## config.mk

```make
export PLATFORM = sky130hd
export DESIGN_NAME = bit_serial_adder_flat
export DESIGN_NICKNAME = d
export VERILOG_FILES = /design/src/rtl/bit_serial_adder_if.sv /design/src/rtl/bit_serial_adder.sv /design/src/flat_wrapper.sv
export SDC_FILE = /design/constraint.sdc
export NUM_CORES = 1
export LEC_CHECK = 0
export BUFFER_PORTS_ARGS = -buffer_cell sky130_fd_sc_hd__buf_4
export CAP_MARGIN = 20
export CORE_ASPECT_RATIO = 1.5
export CORE_MARGIN = 3
export CORE_UTILIZATION = 52
export DETAILED_ROUTE_END_ITERATION = 16
export MAX_ROUTING_LAYER = met4
export PLACE_DENSITY = 0.86
export REMOVE_ABC_BUFFERS = 1
export SLEW_MARGIN = 20
export SYNTH_ARGS = -nofsm -noshare
export SYNTH_HDL_FRONTEND = slang
export SYNTH_SLANG_ARGS = --single-unit
```

## constraint.sdc

```tcl
create_clock -name clk -period 2.3 [get_ports clk]
set_input_delay 0.46 -clock clk [delete_from_list [all_inputs] [get_ports clk]]
set_output_delay 0.46 -clock clk [all_outputs]
set_load 0.005 [all_outputs]
```

## src/rtl/bit_serial_adder_if.sv

```systemverilog
// ---------------------------------------------------------------------------
// bit_serial_adder_if
// Request/result bundle for bit_serial_adder.
//   master (requester) drives : start, a, b, c0, sub
//   slave  (adder)     drives : busy, done, s, c, ovf
// WIDTH must match the WIDTH of the adder this bundle is connected to.
// ---------------------------------------------------------------------------
interface bit_serial_adder_if #(
    parameter int WIDTH = 8
);
    logic             start;
    logic [WIDTH-1:0] a;
    logic [WIDTH-1:0] b;
    logic             c0;
    logic             sub;
    logic             busy;
    logic             done;
    logic [WIDTH-1:0] s;
    logic             c;
    logic             ovf;

    modport master (
        output start, a, b, c0, sub,
        input  busy, done, s, c, ovf
    );

    modport slave (
        input  start, a, b, c0, sub,
        output busy, done, s, c, ovf
    );
endinterface

```

## src/rtl/bit_serial_adder.sv

```systemverilog
// ---------------------------------------------------------------------------
// bit_serial_adder
// Multi-cycle WIDTH-bit adder/subtractor. One BITS_PER_CYCLE-wide ripple
// slice is reused for K = WIDTH/BITS_PER_CYCLE cycles, least significant
// digit first.
//
// Ports:
//   clk    system clock, all state changes on posedge
//   rst_n  synchronous active-low reset
//   bus    slave side of bit_serial_adder_if:
//            start/a/b/c0/sub  request, sampled only on the accepting edge
//            busy              operation in flight (exactly K cycles)
//            done              one-cycle pulse, s/c/ovf freshly updated
//            s/c/ovf           result, carry-out (not-borrow when
//                              subtracting) and signed overflow; held
//                              until the next completion or reset
// ---------------------------------------------------------------------------
module bit_serial_adder #(
    parameter int WIDTH          = 8,
    parameter int BITS_PER_CYCLE = 1
) (
    input  logic               clk,
    input  logic               rst_n,
    bit_serial_adder_if.slave  bus
);

    localparam int K     = WIDTH / BITS_PER_CYCLE;
    localparam int CNT_W = $clog2(K + 1);

    if ((WIDTH < 2) || (BITS_PER_CYCLE < 1) || ((WIDTH % BITS_PER_CYCLE) != 0)) begin : g_param_check
        $error("bit_serial_adder: WIDTH must be >= 2 and a multiple of BITS_PER_CYCLE");
    end

    localparam logic [1:0] IDLE = 2'd0;
    localparam logic [1:0] RUN  = 2'd1;
    localparam logic [1:0] DONE = 2'd2;

    logic [1:0]       state_reg;
    logic [WIDTH-1:0] a_reg;
    logic [WIDTH-1:0] b_reg;
    logic             carry_reg;
    logic [CNT_W-1:0] cnt_reg;
    logic [WIDTH-1:0] acc_reg;
    logic [WIDTH-1:0] s_reg;
    logic             c_reg;
    logic             ovf_reg;

    logic [BITS_PER_CYCLE-1:0] digit_sum;
    logic                      carry_v;
    logic                      carry_into_top;
    logic                      slice_carry;
    logic [WIDTH-1:0]          sum_next;

    // Ripple slice over the low digit. carry_into_top is the carry entering
    // the slice's top bit; on the last digit that bit is the word MSB, which
    // is what the overflow flag needs.
    always_comb begin
        digit_sum      = '0;
        carry_v        = carry_reg;
        carry_into_top = carry_reg;
        for (int i = 0; i < BITS_PER_CYCLE; i++) begin
            carry_into_top = carry_v;
            digit_sum[i]   = a_reg[i] ^ b_reg[i] ^ carry_v;
            carry_v        = (a_reg[i] & b_reg[i]) | (carry_v & (a_reg[i] ^ b_reg[i]));
        end
        slice_carry = carry_v;
    end

    // New digit enters at the MSB end; after K shifts the first digit has
    // reached bit 0. Written as a shifted concat so it also holds when K == 1.
    assign sum_next = WIDTH'({digit_sum, acc_reg} >> BITS_PER_CYCLE);

    always_ff @(posedge clk) begin
        if (!rst_n) begin
            state_reg <= IDLE;
            a_reg     <= '0;
            b_reg     <= '0;
            carry_reg <= 1'b0;
            cnt_reg   <= '0;
            acc_reg   <= '0;
            s_reg     <= '0;
            c_reg     <= 1'b0;
            ovf_reg   <= 1'b0;
        end else begin
            case (state_reg)
                IDLE, DONE: begin
                    if (bus.start) begin
                        // Subtraction is a + ~b + ~c0: invert once at load
                        // so the slice itself is a plain adder.
                        a_reg     <= bus.a;
                        b_reg     <= bus.b ^ {WIDTH{bus.sub}};
                        carry_reg <= bus.c0 ^ bus.sub;
                        cnt_reg   <= CNT_W'(K);
                        state_reg <= RUN;
                    end else begin
                        state_reg <= IDLE;
                    end
                end
                RUN: begin
                    a_reg     <= a_reg >> BITS_PER_CYCLE;
                    b_reg     <= b_reg >> BITS_PER_CYCLE;
                    acc_reg   <= sum_next;
                    carry_reg <= slice_carry;
                    cnt_reg   <= cnt_reg - CNT_W'(1);
                    if (cnt_reg == CNT_W'(1)) begin
                        s_reg     <= sum_next;
                        c_reg     <= slice_carry;
                        ovf_reg   <= carry_into_top ^ slice_carry;
                        state_reg <= DONE;
                    end
                end
                default: state_reg <= IDLE;
            endcase
        end
    end

    assign bus.busy = (state_reg == RUN);
    assign bus.done = (state_reg == DONE);
    assign bus.s    = s_reg;
    assign bus.c    = c_reg;
    assign bus.ovf  = ovf_reg;

endmodule

```

## src/flat_wrapper.sv

```systemverilog
// flat-port wrapper written by rule: the top's interface ports become plain ports
module bit_serial_adder_flat 
#(
    parameter int WIDTH          = 8,
    parameter int BITS_PER_CYCLE = 1
)
  (clk, rst_n, bus_start, bus_a, bus_b, bus_c0, bus_sub, bus_busy, bus_done, bus_s, bus_c, bus_ovf);
  bit_serial_adder_if #(.WIDTH(WIDTH)) bus_i ();
  input  logic clk;
  input  logic rst_n;
  input wire logic [$bits(bus_i.start)-1:0] bus_start;
  input wire logic [$bits(bus_i.a)-1:0] bus_a;
  input wire logic [$bits(bus_i.b)-1:0] bus_b;
  input wire logic [$bits(bus_i.c0)-1:0] bus_c0;
  input wire logic [$bits(bus_i.sub)-1:0] bus_sub;
  output wire logic [$bits(bus_i.busy)-1:0] bus_busy;
  output wire logic [$bits(bus_i.done)-1:0] bus_done;
  output wire logic [$bits(bus_i.s)-1:0] bus_s;
  output wire logic [$bits(bus_i.c)-1:0] bus_c;
  output wire logic [$bits(bus_i.ovf)-1:0] bus_ovf;
  assign bus_i.start = bus_start;
  assign bus_i.a = bus_a;
  assign bus_i.b = bus_b;
  assign bus_i.c0 = bus_c0;
  assign bus_i.sub = bus_sub;
  assign bus_busy = bus_i.busy;
  assign bus_done = bus_i.done;
  assign bus_s = bus_i.s;
  assign bus_c = bus_i.c;
  assign bus_ovf = bus_i.ovf;
  bit_serial_adder #(.WIDTH(WIDTH), .BITS_PER_CYCLE(BITS_PER_CYCLE)) u_core (.clk(clk), .rst_n(rst_n), .bus(bus_i));
endmodule
```

==> metrics.csv <==
metric,value,unit
status,"finished, final reports clean",
layout_commonest_cell,dfxtp_1,
p_per_area,679,mW/mm²
cp_cell_sequence,"nand2b_1, inv_4, buf_4",
ys_ff_latch,40,
ys_types,30,
clkSinkCount,40,
overflow,0,
leakage,0.830,nW
rows,25,
start_kind,flop,
grt_max_degree,50,
irDropWorstVdd,0.000492,V
critPathKind,flop to output pin,
io_pins,33,
vias,1441,
period_needed,1670,ps
cts.clk_slew.worst_paths,70,ps
timing.rr.end,u_core.state_reg[0],
antenna_found_initial,0,
dr.pass1.iters,4,
cp_data_required_time,1840,ps
drt_iter0_drc,21,
antenna_cells,0,
crit_slowest_cell,dfxtp_1,
drive_above_1_share,20.4,%
max_freq,597,MHz
globalRouteTotalUtil,17.9,%
drv_cap,0,
vias_per_cell,5.52,
end_kind,output pin,
cts_buffer_depth,2,
worst_hold_slack,439,ps
path_buf_inv,2,
setup_viol,0,
drcViolationCount,0,
cp.depth,3,
synthToLayoutAreaGrowth,16.1,%
htreeDepth,2,
rsz0062_at_grt,no,
critPathLaunch,u_core.state_reg[1],
crit_end,bus_busy,
post_cts_resize_count,0,
crit_path_max_fanout,32,
nFillCells,288,
post_cts_buffers,0,
core_area,0.00325,mm²
initial_utilization,55.9,%
die_w,54.3,µm
synthArstFlopShare,0,%
post-route-period-util,72.8,%
finalSetupTns,0,ps
finalHoldViolCount,0,
final_cell_mix,"dfxtp_1 (40), nand2_1 (35), buf_4 (34)",
wl_per_cell,12.2,µm
slowest_delay,300,ps
final_area,0.00211,mm²
netlist_area,0.00182,mm²
cts_inserted_buffers,5,
port_buffers,32,
place_area,0.00201,mm²
finClkSkew,3.35,ps
rr_worst_depth,3,
ys_seq_area_share,44.0,%
reg2reg_slack,900,ps
drt_wl_total,3180,µm
clk_latency,290,ps
drt.antenna.violating_nets,0,
hold_path.class,input port to flop,
cp.arrival,1210,ps
ys.flop_type,dfxtp_1,
grt_pass1_vias,1337,
hold_buffers,0,
dp_hpwl,2140,µm
cts_root_buf,clkbuf_8,
synth-edff-count,0,
fin_nets,245,
grt_pass1_wl,5600,µm
cpLargestDelayFamily,buffers and inverters,
syn_avg_cell_area,9.23,µm²
synthCells,197,
die_area,0.00426,mm²
maxSlewHeadroom,54.7,%
worst_slew_pin_slew,679,ps
cts_tree,yes,
ys_warn_count,0,
die_h,78.4,µm
drv_slew,0,
r2r_start,u_core.state_reg[0],
routabilityCongestion,0.711,
-- routing by layer --
metal	share of wire, %	track usage, %
met1	42	20.6
met2	50	27.9
met3	6.1	5.31
met4	1.8	8.23
met5	0	-
-- report_power, final --
part           total [mW]  leakage, nW  internal [mW]  switching [mW]
clock network       0.490       0.0503          0.267           0.223
logic               0.194        0.453         0.0877           0.106
registers           0.750        0.326          0.728          0.0226
-- metrics by stage --
| stage | setup slack, ps | util (%) | power [mW] | cells |
|---|---|---|---|---|
| 2_1_floorplan | 604 | - | 0.881 | 180 |
| 3_3_place_gp | 720 | 61.9 | 0.956 | 254 |
| 3_5_place_dp | 681 | 61.9 | 0.962 | 254 |
| 4_1_cts | 602 | 64.9 | 1.45 | 261 |
| 5_1_grt | 524 | 64.9 | 1.51 | 261 |
| 6_report | 626 | 64.9 | 1.43 | 261 |
-- worst reg2reg max path, cell delays in order (launching register included) --
cell	delay, ps
dfxtp_1	360
nand2b_1	560
o21ai_0	190
and2_1	200
-- layout make-up --
class,count,area [µm²],share of cell area (%)
multi-input combinational,136,891,42.2
clock buffer,7,96.3,4.56
timing repair buffer,34,255,12.1
sequential,40,801,37.9
tap,40,50.0,2.37
inverter,4,17.5,0.830
-- cells in the mapped netlist (3+ instances only) --
master / instances / area share (%)
a21boi_0: 17 / 7.0
dfxtp_1: 40 / 44
inv_1: 3 / 0.62
a21boi_1: 8 / 3.3
buf_2: 6 / 1.7
xor2_1: 9 / 4.3
buf_4: 4 / 1.7
buf_6: 3 / 1.9
mux2i_1: 9 / 5.0
clkbuf_1: 4 / 0.83
and3_1: 3 / 1.0
a22oi_1: 15 / 6.2
nand3_1: 20 / 5.5
nand2_1: 35 / 7.2
-- cell families after synthesis --
| group | Yosys count | synth area share (%) |
|---|---|---|
| AO/OA/AOI/OAI | 46 | 19.3 |
| XOR/XNOR | 10 | 4.82 |
| adder cells (fa/ha/maj) | 3 | 2.48 |
| buffers and inverters | 21 | 6.95 |
| flip-flops | 40 | 44.0 |
| multiplexers | 9 | 4.96 |
| AND/OR/NAND/NOR | 68 | 17.4 |
-- worst min path at each step --
stage,depth (start not counted),to,start,slack (ps)
after floorplan,2,u_core.bus.s[0],u_core.acc_reg[1],440
after global placement,2,u_core.bus.s[5],u_core.bus.s[5],440
after detailed placement,2,u_core.bus.s[5],u_core.bus.s[5],450
after CTS,3,u_core.a_reg[7],bus_a[7],440
after global routing,3,u_core.a_reg[7],bus_a[7],470
final,3,u_core.a_reg[7],bus_a[7],440
No activity file was read; power rests on OpenSTA's default activity.
